==> src/rtl/tone_step_sequencer_pkg.sv <==
// rtl/tone_step_sequencer_pkg.sv - shared types and level constants for the tone step sequencer
//
// Package tone_seq_pkg: sequencer FSM state encoding and the standard wavegen amplitude
// levels used when programming step tables.

package tone_seq_pkg;

    typedef enum logic [1:0] {
        IDLE   = 2'd0,
        LOAD   = 2'd1,
        PLAY   = 2'd2,
        RAMPDN = 2'd3
    } seq_state_t;

    // Full-scale wavegen amplitude and common attenuated settings (unsigned, 40 bits).
    localparam logic [39:0] LEVEL_0DB   = 40'd1304065748 * 40'd256;
    localparam logic [39:0] LEVEL_N12DB = 40'd1304065748 * 40'd64;
    localparam logic [39:0] LEVEL_N60DB = 40'd1304065748 / 40'd4;
    localparam logic [39:0] LEVEL_MUTE  = 40'd0;

endpackage

==> src/rtl/tone_step_sequencer_if.sv <==
// rtl/tone_step_sequencer_if.sv - step table configuration bus
//
// Signals:
//   cfg_we     step table write strobe
//   cfg_addr   table index
//   cfg_angle  step phase increment
//   cfg_level  step amplitude (unsigned)
//   cfg_dwell  samples to hold the step; 0 marks end-of-list
// Modports: master drives the bus (register side), slave receives it (sequencer).

interface tone_step_sequencer_if #(
    parameter int N_STEPS = 8,
    parameter int ANGLE_W = 32,
    parameter int LEVEL_W = 40,
    parameter int DWELL_W = 16
);
    localparam int IDX_W = $clog2(N_STEPS);

    logic               cfg_we;
    logic [IDX_W-1:0]   cfg_addr;
    logic [ANGLE_W-1:0] cfg_angle;
    logic [LEVEL_W-1:0] cfg_level;
    logic [DWELL_W-1:0] cfg_dwell;

    modport master (output cfg_we, cfg_addr, cfg_angle, cfg_level, cfg_dwell);
    modport slave  (input  cfg_we, cfg_addr, cfg_angle, cfg_level, cfg_dwell);

endinterface

==> src/rtl/tone_step_sequencer_table.sv <==
// rtl/tone_step_sequencer_table.sv - step table register file
//
// Module tone_step_table: N_STEPS entries of {angle, level, dwell}.
// Ports:
//   mclk                              clock
//   wr_en / wr_addr / wr_*            single synchronous write port
//   rd_addr / rd_angle/level/dwell    single asynchronous read port
// Contents are not reset; entries must be written before they are played.

module tone_step_table #(
    parameter int N_STEPS = 8,
    parameter int ANGLE_W = 32,
    parameter int LEVEL_W = 40,
    parameter int DWELL_W = 16
) (
    input  logic                       mclk,
    input  logic                       wr_en,
    input  logic [$clog2(N_STEPS)-1:0] wr_addr,
    input  logic [ANGLE_W-1:0]         wr_angle,
    input  logic [LEVEL_W-1:0]         wr_level,
    input  logic [DWELL_W-1:0]         wr_dwell,
    input  logic [$clog2(N_STEPS)-1:0] rd_addr,
    output logic [ANGLE_W-1:0]         rd_angle,
    output logic [LEVEL_W-1:0]         rd_level,
    output logic [DWELL_W-1:0]         rd_dwell
);
    localparam int ENTRY_W = ANGLE_W + LEVEL_W + DWELL_W;

    logic [ENTRY_W-1:0] mem [N_STEPS];

    always_ff @(posedge mclk) begin
        if (wr_en) begin
            mem[wr_addr] <= {wr_angle, wr_level, wr_dwell};
        end
    end

    assign {rd_angle, rd_level, rd_dwell} = mem[rd_addr];

endmodule

==> src/rtl/tone_step_sequencer.sv <==
// rtl/tone_step_sequencer.sv - steps the sine wavegen through a programmable (angle, level, dwell) list
//
// Ports:
//   mclk, reset_n        master clock, asynchronous active-low reset
//   cfg                  step table write bus (tone_step_sequencer_if.slave)
//   start / stop         pulses: begin at step 0 / abort (stop wins over start)
//   loop_en              wrap to step 0 at end-of-list instead of finishing
//   sample_stb           1-cycle pulse every SAMPLE_DIV mclk cycles
//   wg_start/angle/level wavegen enable, phase increment, amplitude
//   busy, step_idx, done sequence active, current step, end/abort pulse
// Optional feature: define LEVEL_RAMP_EN to slew wg_level toward the step target by
// (target-cur)>>>RAMP_SHIFT per sample; otherwise the level jumps on the next sample.

module tone_step_sequencer
    import tone_seq_pkg::*;
#(
    parameter int N_STEPS    = 8,
    parameter int SAMPLE_DIV = 512,
    parameter int ANGLE_W    = 32,
    parameter int LEVEL_W    = 40,
    parameter int DWELL_W    = 16,
    parameter int RAMP_SHIFT = 4
) (
    input  logic                       mclk,
    input  logic                       reset_n,
    tone_step_sequencer_if.slave       cfg,
    input  logic                       start,
    input  logic                       stop,
    input  logic                       loop_en,
    output logic                       sample_stb,
    output logic                       wg_start,
    output logic [ANGLE_W-1:0]         wg_angle,
    output logic [LEVEL_W-1:0]         wg_level,
    output logic                       busy,
    output logic [$clog2(N_STEPS)-1:0] step_idx,
    output logic                       done
);
    localparam int DIV_W = $clog2(SAMPLE_DIV);
    localparam logic [DIV_W-1:0] DIV_LAST = DIV_W'(SAMPLE_DIV - 1);
    localparam logic signed [LEVEL_W:0] RAMP_UNIT = (LEVEL_W + 1)'(1) << RAMP_SHIFT;
`ifdef LEVEL_RAMP_EN
    localparam bit RAMP_EN = 1'b1;
`else
    localparam bit RAMP_EN = 1'b0;
`endif

    seq_state_t         state;
    logic [DIV_W-1:0]   div_cnt;
    logic [LEVEL_W-1:0] target;
    logic [DWELL_W-1:0] dwell_cnt;

    logic [ANGLE_W-1:0] rd_angle;
    logic [LEVEL_W-1:0] rd_level;
    logic [DWELL_W-1:0] rd_dwell;

    tone_step_table #(
        .N_STEPS (N_STEPS),
        .ANGLE_W (ANGLE_W),
        .LEVEL_W (LEVEL_W),
        .DWELL_W (DWELL_W)
    ) u_table (
        .mclk     (mclk),
        .wr_en    (cfg.cfg_we),
        .wr_addr  (cfg.cfg_addr),
        .wr_angle (cfg.cfg_angle),
        .wr_level (cfg.cfg_level),
        .wr_dwell (cfg.cfg_dwell),
        .rd_addr  (step_idx),
        .rd_angle (rd_angle),
        .rd_level (rd_level),
        .rd_dwell (rd_dwell)
    );

    // Free-running sample divider; it keeps counting whatever the sequencer does.
    always_ff @(posedge mclk or negedge reset_n) begin
        if (!reset_n) begin
            div_cnt <= '0;
        end else if (div_cnt == DIV_LAST) begin
            div_cnt <= '0;
        end else begin
            div_cnt <= div_cnt + 1'b1;
        end
    end

    assign sample_stb = (div_cnt == DIV_LAST);

    // Level slew. The step is a fraction of the remaining distance, so it can never
    // carry the level past the target; small distances snap straight onto it.
    logic signed [LEVEL_W:0] lvl_diff;
    logic signed [LEVEL_W:0] lvl_step;
    logic signed [LEVEL_W:0] lvl_sum;
    logic                    lvl_small;
    logic [LEVEL_W-1:0]      lvl_next;

    always_comb begin
        lvl_diff  = $signed({1'b0, target}) - $signed({1'b0, wg_level});
        lvl_step  = lvl_diff >>> RAMP_SHIFT;
        lvl_sum   = $signed({1'b0, wg_level}) + lvl_step;
        lvl_small = (lvl_diff < RAMP_UNIT) && (lvl_diff > -RAMP_UNIT);
        lvl_next  = target;
        if (RAMP_EN && !lvl_small && !lvl_sum[LEVEL_W]) begin
            lvl_next = lvl_sum[LEVEL_W-1:0];
        end
    end

    always_ff @(posedge mclk or negedge reset_n) begin
        if (!reset_n) begin
            state     <= IDLE;
            step_idx  <= '0;
            wg_angle  <= '0;
            wg_level  <= '0;
            target    <= '0;
            dwell_cnt <= '0;
            wg_start  <= 1'b0;
            busy      <= 1'b0;
            done      <= 1'b0;
        end else begin
            done <= 1'b0;
            case (state)
                IDLE: begin
                    if (start && !stop) begin
                        state    <= LOAD;
                        step_idx <= '0;
                        busy     <= 1'b1;
                        wg_start <= 1'b1;
                    end
                end
                LOAD: begin
                    if (stop) begin
                        target <= '0;
                        state  <= RAMPDN;
                    end else if (rd_dwell == '0) begin
                        // End-of-list. Looping from an empty step 0 would spin forever,
                        // so that case finishes instead.
                        if (loop_en && step_idx != '0) begin
                            step_idx <= '0;
                        end else begin
                            target <= '0;
                            state  <= RAMPDN;
                        end
                    end else begin
                        wg_angle  <= rd_angle;
                        target    <= rd_level;
                        dwell_cnt <= rd_dwell;
                        state     <= PLAY;
                    end
                end
                PLAY: begin
                    if (sample_stb) begin
                        wg_level <= lvl_next;
                    end
                    if (stop) begin
                        target <= '0;
                        state  <= RAMPDN;
                    end else if (sample_stb) begin
                        dwell_cnt <= dwell_cnt - 1'b1;
                        if (dwell_cnt == DWELL_W'(1)) begin
                            step_idx <= step_idx + 1'b1;
                            state    <= LOAD;
                        end
                    end
                end
                RAMPDN: begin
                    if (wg_level == '0) begin
                        state    <= IDLE;
                        busy     <= 1'b0;
                        wg_start <= 1'b0;
                        done     <= 1'b1;
                    end else if (sample_stb) begin
                        wg_level <= lvl_next;
                    end
                end
                default: state <= IDLE;
            endcase
        end
    end

endmodule

==> src/flat_wrapper.sv <==
// flat-port wrapper written by rule: the top's interface ports become plain ports
module tone_step_sequencer_flat import tone_seq_pkg::*;
#(
    parameter int N_STEPS    = 8,
    parameter int SAMPLE_DIV = 512,
    parameter int ANGLE_W    = 32,
    parameter int LEVEL_W    = 40,
    parameter int DWELL_W    = 16,
    parameter int RAMP_SHIFT = 4
)
  (mclk, reset_n, start, stop, loop_en, sample_stb, wg_start, wg_angle, wg_level, busy, step_idx, done, cfg_cfg_we, cfg_cfg_addr, cfg_cfg_angle, cfg_cfg_level, cfg_cfg_dwell);
  tone_step_sequencer_if #(.N_STEPS(N_STEPS), .ANGLE_W(ANGLE_W), .LEVEL_W(LEVEL_W), .DWELL_W(DWELL_W)) cfg_i ();
  input  logic mclk;
  input  logic reset_n;
  input  logic start;
  input  logic stop;
  input  logic loop_en;
  output logic sample_stb;
  output logic wg_start;
  output logic [ANGLE_W-1:0] wg_angle;
  output logic [LEVEL_W-1:0] wg_level;
  output logic busy;
  output logic [$clog2(N_STEPS)-1:0] step_idx;
  output logic done;
  input wire logic [$bits(cfg_i.cfg_we)-1:0] cfg_cfg_we;
  input wire logic [$bits(cfg_i.cfg_addr)-1:0] cfg_cfg_addr;
  input wire logic [$bits(cfg_i.cfg_angle)-1:0] cfg_cfg_angle;
  input wire logic [$bits(cfg_i.cfg_level)-1:0] cfg_cfg_level;
  input wire logic [$bits(cfg_i.cfg_dwell)-1:0] cfg_cfg_dwell;
  assign cfg_i.cfg_we = cfg_cfg_we;
  assign cfg_i.cfg_addr = cfg_cfg_addr;
  assign cfg_i.cfg_angle = cfg_cfg_angle;
  assign cfg_i.cfg_level = cfg_cfg_level;
  assign cfg_i.cfg_dwell = cfg_cfg_dwell;
  tone_step_sequencer #(.N_STEPS(N_STEPS), .SAMPLE_DIV(SAMPLE_DIV), .ANGLE_W(ANGLE_W), .LEVEL_W(LEVEL_W), .DWELL_W(DWELL_W), .RAMP_SHIFT(RAMP_SHIFT)) u_core (.mclk(mclk), .reset_n(reset_n), .cfg(cfg_i), .start(start), .stop(stop), .loop_en(loop_en), .sample_stb(sample_stb), .wg_start(wg_start), .wg_angle(wg_angle), .wg_level(wg_level), .busy(busy), .step_idx(step_idx), .done(done));
endmodule
==> config.mk <==
export PLATFORM = sky130hd
export DESIGN_NAME = tone_step_sequencer_flat
export DESIGN_NICKNAME = d
export VERILOG_FILES = /design/src/rtl/tone_step_sequencer_pkg.sv /design/src/rtl/tone_step_sequencer_if.sv /design/src/rtl/tone_step_sequencer_table.sv /design/src/rtl/tone_step_sequencer.sv /design/src/flat_wrapper.sv
export SDC_FILE = /design/constraint.sdc
export NUM_CORES = 1
export LEC_CHECK = 0
export ABC_AREA = 1
export ABC_CLOCK_PERIOD_IN_PS = 3600
export BUFFER_PORTS_ARGS = -buffer_cell sky130_fd_sc_hd__buf_2
export CORE_ASPECT_RATIO = 2
export CORE_MARGIN = 4
export CORE_UTILIZATION = 37
export DETAILED_ROUTE_END_ITERATION = 12
export GPL_TIMING_DRIVEN = 0
export SYNTH_ARGS = -nofsm -noshare
export SYNTH_HDL_FRONTEND = slang
export SYNTH_SLANG_ARGS = --single-unit
export TNS_END_PERCENT = 10
==> constraint.sdc <==
create_clock -name mclk -period 3.6 [get_ports mclk]
set_input_delay 0.72 -clock mclk [delete_from_list [all_inputs] [get_ports mclk]]
set_output_delay 0.72 -clock mclk [all_outputs]
set_load 0.005 [all_outputs]
==> results.ini, run 1 <==
[clock_tree]
cts_root_buffer=clkbuf_16
htree_num_levels=3
cts.sinks=848
clock_latency_ns=0.68
ctsLongestPathBuffers=3
clk_pin_slew_ns=0.06
cts_tree=done
post_cts_buffers=0
cts_buffers=77

[grt]
grt_pass1_vias=23500
grt_first_pass_wirelength_mm=145
grt.total_usage=0.197
antenna_found_initial=21
grt_start_max_net_pins=111
overflow=0

[critical_path]
arrival_ns=4.07
reg2reg_slack_ns=0.15
worstReg2RegStart=u_core.step_idx[1]
worstSetupEndpoint=u_core.lvl_next[38]
start_kind=flop
r2r_end=u_core.lvl_next[38]
setup.worst_path.end_class=flop
slowest_stage=clkbuf_1
crit_chain=buf_2 > buf_2 > clkbuf_1 > clkbuf_1 > o21ai_0 > o221ai_1 > nand2_1 > nor2_1 > nand2_1 > nand2_1
worstRegToRegCells=10
critPathRequiredTime_ns=4.22
worstSetupPathType=flop to flop
crit_start=u_core.step_idx[1]
max_stage_delay_ns=0.64
cpMostUsedCell=nand2_1
critPathMaxFanout=10

[timing]
finalHoldViolCount=0
clock.fmax_ghz=0.290
min_period_ns=3.45
fin_crit_sh=0.959
setup_violations=0
tightest_slew_ns=0.999
skew_ns=0.0334
final.setup.tns_ns=0
whs_ns=0.312
relSlewSlack=0.334
grt_setup_unrepaired=yes
slew_violations=0

[floorplanning]
fp.dieH_microns=438
die_w_microns=223
dieArea_sq_um=97800
start_util=0.373
io_pins=176
rows=157
fp.coreArea_sq_um=91700

[pwr]
leakage_nw=15.5
vdd_drop_max_mv=0.497
power.density_nw_per_um2=666

[detailed_routing]
antenna_left=0
wl_per_cell_microns=22.2
drt-vias-per-instance=5.17
drt_iter0_drc=2030
drt_pre_antenna_iters=5
vias=22800
drc_errors=0
totalWireLength_mm=98.0

[logic_synthesis]
ys_ff_latch=848
syn_inst=2868
synth_warnings=0
postSynthAreaPerCell_sq_um=11.9
synth.distinct_cells=33
synth_enable_flop_cells=704
syn_area_sq_um=34300
ys_async_sr_fraction=0.170
synth-main-ff-cell=edfxtp_1
yosys.area.top_type_share=0.617
synth_area_leaders=edfxtp_1, dfrtp_1, nand2_1
yosysSeqAreaShare=0.722
yosys.area.top_type=edfxtp_1
syn_nets=2976

[place]
gp_congestion=0.813
placed_area_sq_um=37400
port_buffers=175
hpwl_mm=69.1

[final_layout]
area_growth_pct=16.8
num-nets-final=3262
drive_above_1_share=0.140
fin_util=0.436
fin_area_sq_um=40000
fillCellCount=8440

[outcome]
status=finished, final reports clean

[hold_path]
hold_class=input pin to flop
min_path_cells=1

[job]
cap_violations=0

## final cells by class
| type | instances | area [sq um] | share of cell area |
|---|---|---|---|
| Buffer | 168 | 797 | 0.0199 |
| Timing Repair Buffer | 209 | 1590 | 0.0398 |
| Multi-Input combinational cell | 1706 | 8240 | 0.206 |
| Tap cell | 1192 | 1490 | 0.0373 |
| Sequential cell | 848 | 24700 | 0.618 |
| Antenna cell | 8 | 20.0 | 0.000500 |
| Clock inverter | 40 | 424 | 0.0106 |
| Inverter | 144 | 541 | 0.0135 |
| Clock buffer | 103 | 2160 | 0.0540 |
## critical path: cells and delay by family, from the launching register on
kind	cells	cell delay [ns]
compound gates	2	0.49
buf+inv	4	1.98
flops	1	0.45
simple gates	4	0.47
## cell families (layout without fill, tap and decap cells)
logic type,after synthesis,in the layout,share of synthesized area
simple gates,1113,1113,0.126
flops,848,848,0.722
compound gates,539,539,0.0950
other cells,0,8,0
xor+xnor,3,3,0.000767
fa+ha+maj,11,11,0.00402
mux,40,40,0.0131
buf+inv,314,664,0.0388
## what timing repair did
item	4_1_cts	5_1_grt
setup endpoints to repair	45	45
resized for setup	5	3
endpoints found under the hold margin	34	0
hold buffers	1	0
## placed cells by master, fill, tap and decap left out, types with 3 or more instances in the layout
cell         n
nand3_1     80
nor2_1     338
dfrtp_1    144
clkbuf_8     6
nand4_1      7
nor3_1       7
clkinv_2    12
buf_4       11
buf_16       5
inv_2        4
xor2_1       3
buf_2      207
a32o_1      32
edfxtp_1   704
o21ai_0    325
diode_2      8
o21ai_1     10
nor2_4       8
buf_1        7
a21oi_1     43
nand2_1    669
o22ai_1     35
buf_12      28
clkinv_1    10
buf_6        9
mux2_2      40
clkbuf_16   80
inv_8        3
o21ai_2     10
o221ai_1    76
ha_1        11
bufinv_16    5
clkbuf_4     5
inv_1      140
clkbuf_1   117
## layer usage
layer / global-route usage / share of wire / up-vias
met5: 0 / 0.00056 / -
met4: 0.0856 / 0.042 / 10
met3: 0.0337 / 0.052 / 245
met2: 0.371 / 0.54 / 749
met1: 0.217 / 0.37 / 11200
li1: - / - / 10700
## synth_stat cells (3+ instances only)
cell type,count
edfxtp_1,704
nand2_1,669
nor2_1,346
o21ai_0,325
dfrtp_1,144
inv_1,140
clkbuf_1,108
nand3_1,80
o221ai_1,76
a21oi_1,43
mux2_2,40
buf_2,36
o22ai_1,35
a32o_1,32
ha_1,11
buf_4,10
o21ai_1,10
o21ai_2,10
buf_6,9
buf_1,7
nand4_1,7
nor3_1,7
inv_2,4
xor2_1,3
## through the flow
stage,worst slack (ns),instances,power [mW]
final,0.146,4418,26.7
after global placement,-5.84,4235,18.4
after CTS,0.0346,4411,26.9
after detailed placement,-0.550,4268,18.5
after floorplan,-1.47,2868,15.9
after global routing,-0.0281,4413,28.0
## state kept, by name, summed over array words and instances, names as in the netlist
signal and count:
u_core.u_table.mem 704, u_core.lvl_next 40, u_core.wg_level 40, u_core.wg_angle 32, u_core.dwell_cnt 16, u_core.div_cnt 9, u_core.step_idx 3, u_core.state 2
u_core.done 1, u_core.wg_start 1
## power by group
group	switching (mW)	internal [mW]
Sequential	0.361	11.4
Clock	3.75	4.65
Combinational	4.52	2.01
## how the worst min path moves through the flow
stage | start | to | slack, ns
detailed placement | u_core.div_cnt[0] | u_core.div_cnt[0] | 0.46
CTS | cfg_cfg_level[28] | u_core.u_table.mem[6][44] | 0.25
finish | cfg_cfg_level[10] | u_core.u_table.mem[7][26] | 0.31
global route | cfg_cfg_level[28] | u_core.u_table.mem[7][44] | 0.29
floorplan | reset_n | u_core.div_cnt[0] | 0.42
global placement | u_core.div_cnt[0] | u_core.div_cnt[0] | 0.45
Power figures use the tool's default switching activity.
==> run 2: changes to the inputs <==
--- a/config.mk
+++ b/config.mk
@@ -13,6 +13,7 @@
 export CORE_UTILIZATION = 37
 export DETAILED_ROUTE_END_ITERATION = 12
 export GPL_TIMING_DRIVEN = 0
+export SETUP_SLACK_MARGIN = 0.15
 export SYNTH_ARGS = -nofsm -noshare
 export SYNTH_HDL_FRONTEND = slang
 export SYNTH_SLANG_ARGS = --single-unit
==> results.ini, run 2 (synthesis gave the netlist of run 1 again) <==
[outcome]
status=finished, final reports clean

[floorplanning]
dieArea_sq_um=97800
start_util=0.373
fp.dieH_microns=438
rows=157
io_pins=176
fp.coreArea_sq_um=91700
die_w_microns=223

[pwr]
power.density_nw_per_um2=666
leakage_nw=15.5
power_mw=26.6
vdd_drop_max_mv=0.491

[place]
place_inst=4265
port_buffers=175
placed_area_sq_um=37300
hpwl_mm=67.9
gp_congestion=0.834
place_ws_ns=-0.611

[job]
cap_violations=0

[detailed_routing]
totalWireLength_mm=97.6
wl_per_cell_microns=22.1
drt_pre_antenna_iters=5
vias=22900
drt_iter0_drc=1866
drc_errors=0
drt-vias-per-instance=5.17
antenna_left=0

[grt]
overflow=0
antenna_found_initial=20
grtUsageMet3=0.0381
grt.total_usage=0.195
grt_start_max_net_pins=105
global_route.usage.met2=0.369
grt_first_pass_wirelength_mm=144
grt-busiest-layer=met2
gr-usage-met1=0.214
grt_pass1_vias=23400

[final_layout]
fillCellCount=8494
area_growth_pct=16.6
drive_above_1_share=0.141
fin_area_sq_um=40000
regMostFlops=u_core.u_table.mem
num-nets-final=3261
largest_register_ffs=704
final_common_cell=edfxtp_1
seq_area_sq_um=24700
fin_util=0.436
multi_input_area_sq_um=8250
fin_cells=4421
final_cell_mix=edfxtp_1, nand2_1, nor2_1

[timing]
min_period_ns=3.38
worst_slack_ns=0.217
slew_violations=0
fin_crit_sh=0.940
grt_setup_unrepaired=yes
tightest_slew_ns=1.10
whs_ns=0.317
final.setup.tns_ns=0
setup_violations=0
clock.fmax_ghz=0.296
finalHoldViolCount=0
relSlewSlack=0.267
skew_ns=0.0296

[clock_tree]
cts_tree=done
htree_num_levels=3
clock_latency_ns=0.67
cts_buffers=77
ctsLongestPathBuffers=3
clk_pin_slew_ns=0.07
cts_root_buffer=clkbuf_16
cts.sinks=848

[critical_path]
start_kind=flop
critPathMaxFanout=10
worstSetupPathType=flop to flop
setup.worst_path.end_class=flop
critPathRequiredTime_ns=4.20
arrival_ns=3.98

[hold_path]
hold_class=input pin to flop

run 2: cell type report:
cell class                 count  share of cell area
timing repair buffer         206              0.0380
multi-input combinational   1706               0.206
clock buffer                 108              0.0545
tap                         1192              0.0373
clock inverter                36             0.00996
buffer                       170              0.0202
antenna                       11            0.000689
inverter                     144              0.0135
sequential                   848               0.619
run 2: power by group:
part | switching (mW) | leakage [nW] | internal (mW)
sequential | 0.353 | 8.28 | 11.4
clock | 3.71 | 1.26 | 4.65
combinational | 4.53 | 5.98 | 2.01
run 2: path summary, 6_finish.rpt:
kind	cells past startpoint	startpoint	slack, ns	to
min in group asynchronous	2	reset_n	0.53	u_core.lvl_next[2]
hold reg to reg	1	u_core.div_cnt[0]	0.47	u_core.div_cnt[0]
setup reg to reg	11	u_core.step_idx[0]	0.22	u_core.wg_angle[28]
max in group asynchronous	3	reset_n	2.09	u_core.wg_angle[10]
hold / removal	1	cfg_cfg_level[12]	0.32	u_core.u_table.mem[5][28]
setup / recovery	11	u_core.step_idx[0]	0.22	u_core.wg_angle[28]
run 2: what timing repair did:
action | in CTS | in global routing
gates cloned | 0 | 0
endpoints found under the setup margin | 67 | 71
hold endpoints to repair | 40 | 0
buffers inserted | 0 | 0
gates resized for setup | 10 | 3
hold buffers | 1 | 0
run 2: worst max-delay path, cell delays in order (launching register included):
cell,delay [ns]
dfrtp_1,0.44
buf_4,0.24
buf_4,0.23
buf_2,0.32
clkbuf_1,0.46
clkbuf_1,0.87
nor2_1,0.12
o22ai_1,0.18
nand2_1,0.08
o21ai_0,0.18
nand2_1,0.11
nand2_1,0.08
run 2: layer usage:
metal | part of all wire | vias up
li1 | - | 10700
met1 | 0.36 | 11200
met2 | 0.54 | 771
met3 | 0.059 | 228
met4 | 0.038 | 12
met5 | 0.00072 | -
==> run 3: changes to the inputs <==
--- a/config.mk
+++ b/config.mk
@@ -5,7 +5,6 @@
 export SDC_FILE = /design/constraint.sdc
 export NUM_CORES = 1
 export LEC_CHECK = 0
-export ABC_AREA = 1
 export ABC_CLOCK_PERIOD_IN_PS = 3600
 export BUFFER_PORTS_ARGS = -buffer_cell sky130_fd_sc_hd__buf_2
 export CORE_ASPECT_RATIO = 2
@@ -14,6 +13,7 @@
 export DETAILED_ROUTE_END_ITERATION = 12
 export GPL_TIMING_DRIVEN = 0
 export SETUP_SLACK_MARGIN = 0.15
+export SKIP_CTS_REPAIR_TIMING = 1
 export SYNTH_ARGS = -nofsm -noshare
 export SYNTH_HDL_FRONTEND = slang
 export SYNTH_SLANG_ARGS = --single-unit
==> results.ini, run 3 <==
[outcome]
status=finished, violations left
failed_checks=hold timing

[timing]
setup_violations=0
skew_ns=0.0202
finalHoldViolCount=3
relSlewSlack=0.198
slew_violations=0
clock.fmax_ghz=0.288
whs_ns=-0.00938
min_period_ns=3.47
tightest_slew_ns=1.19
fin_crit_sh=0.963
grt_setup_unrepaired=yes

[final_layout]
largest_register_ffs=704
final_common_cell=edfxtp_1
num-nets-final=2062
drive_above_1_share=0.314
final_cell_mix=edfxtp_1, buf_2, mux4_2
regMostFlops=u_core.u_table.mem
area_growth_pct=18.9
fin_area_sq_um=38900

[clock_tree]
cts_buffers=76
cts.sinks=848
cts_root_buffer=clkbuf_16
cts_tree=done
htree_num_levels=3
clk_pin_slew_ns=0.07
ctsLongestPathBuffers=3
clock_latency_ns=0.66

[floorplanning]
fp.dieH_microns=428
fp.coreArea_sq_um=87900
start_util=0.372
io_pins=176
rows=154
die_w_microns=218
dieArea_sq_um=93500

[grt]
global_route.usage.met2=0.311
grt_first_pass_wirelength_mm=118
overflow=0
gr-usage-met1=0.197
grt_pass1_vias=17800
grt.total_usage=0.171
grt_start_max_net_pins=77
grt-busiest-layer=met2
antenna_found_initial=21
grtUsageMet3=0.0442

[detailed_routing]
drt_pre_antenna_iters=5
vias=16600
drc_errors=0
antenna_left=0
drt_iter0_drc=1074
wl_per_cell_microns=24.8
drt-vias-per-instance=5.18
totalWireLength_mm=79.4

[pwr]
leakage_nw=13.6
power_mw=27.4
power.density_nw_per_um2=705
vdd_drop_max_mv=0.504

[logic_synthesis]
syn_nets=1764
postSynthAreaPerCell_sq_um=19.8
syn_area_sq_um=32700
syn_inst=1656
synth-main-ff-cell=edfxtp_1
yosysMostFrequentCell=edfxtp_1
ys_ff_latch=848
synth_warnings=0
ys_async_sr_fraction=0.170
synth_area_leaders=edfxtp_1, mux4_2, dfrtp_1
yosysSeqAreaShare=0.757
yosys.area.top_type_share=0.646
synth_enable_flop_cells=704
ys_top_cells_by_count=edfxtp_1, mux4_2, nand2_1, dfrtp_1, mux2i_1
synth.distinct_cells=61
yosys.area.top_type=edfxtp_1

[critical_path]
worstSetupPathType=flop to flop
crit_chain=buf_4 > buf_8 > mux4_2 > mux2i_4 > nand2_1 > or4_4 > o21ai_4 > nor2_2 > buf_6 > mux2_1
start_kind=flop
setup.worst_path.end_class=flop
arrival_ns=4.00
max_stage_delay_ns=0.63
critPathMaxFanout=10
slowest_stage=or4_4
critPathRequiredTime_ns=4.14

[job]
cap_violations=0

[place]
port_buffers=175
hpwl_mm=55.1
gp_congestion=0.905
placed_area_sq_um=36000

[hold_path]
hold_class=input pin to asynchronous set/reset pin

[run 3: cell types whose count changed after synthesis, sizes merged, moves of 36 or more]
cell    delta
o31ai     +42
nand3     -66
inv      -129
mux2      +36
clkbuf    -66
mux4     +176
nand2    -499
o21ai    -327
mux2i     +53
nor2     -314
o221ai    -76
[run 3: layout make-up]
type	instances	area, sq um
multi-input combinational	709	7720
sequential	848	24700
inverter	16	62.6
buffer	83	469
antenna	10	25.0
clock inverter	46	573
timing repair buffer	220	1780
fill	7684	49000
tap	1170	1460
clock buffer	95	2050
[run 3: logic make-up after synthesis]
logic type               count (synthesis)  share of synthesized area
flip-flops                             848                      0.757
XOR/XNOR                                 4                    0.00107
AND/OR/NAND/NOR                        281                     0.0382
adder cells (fa/ha/maj)                 11                    0.00421
multiplexers                           305                      0.164
buffers and inverters                   99                     0.0133
AO/OA/AOI/OAI                          108                     0.0231
[run 3: final timing paths]
| check | to | depth (start not counted) | slack, ns | start |
|---|---|---|---|---|
| min in group mclk | u_core.u_table.mem[1][57] | 1 | 0.32 | cfg_cfg_angle[1] |
| hold reg to reg | u_core.div_cnt[0] | 1 | 0.47 | u_core.div_cnt[0] |
| setup reg to reg | u_core.wg_angle[6] | 10 | 0.13 | u_core.step_idx[0] |
| hold / removal | u_core.dwell_cnt[11] | 1 | -0.009 | reset_n |
| max in group asynchronous | u_core.wg_angle[6] | 2 | 2.69 | reset_n |
| setup / recovery | u_core.wg_angle[6] | 10 | 0.13 | u_core.step_idx[0] |
[run 3: per-stage QoR]
stage,TNS (ns),setup slack (ns),util,std cells
floorplan,-11.88,-0.0340,-,1656
global placement,-2158.42,-3.02,0.399,3001
detailed placement,-73.84,-0.835,0.410,3043
CTS,-76.61,-0.853,0.440,3184
global route,0,0.0247,0.442,3187
finish,0,0.133,0.443,3197
[run 3: power by group]
part / internal (mW) / switching [mW] / leakage [nW] / total, mW
Combinational: 3.04 / 4.07 / 4.06 / 7.11
Clock: 4.84 / 3.70 / 1.26 / 8.54
Sequential: 11.4 / 0.390 / 8.26 / 11.8
Total: 19.3 / 8.16 / 13.6 / 27.4
[run 3: metal layers]
| layer | vias to the layer above | routed length, microns |
|---|---|---|
| met1 | 8679 | 29100 |
| met2 | 459 | 43200 |
| met3 | 155 | 4780 |
| li1 | 7270 | - |
| met4 | 12 | 2210 |
| met5 | - | 82 |
[run 3: worst max-delay path: cells and delay by family (launching register included)]
family | cells | cell delay [ns]
compound gates | 1 | 0.23
buf+inv | 3 | 0.60
flops | 1 | 0.39
mux | 3 | 1.11
simple gates | 3 | 0.96
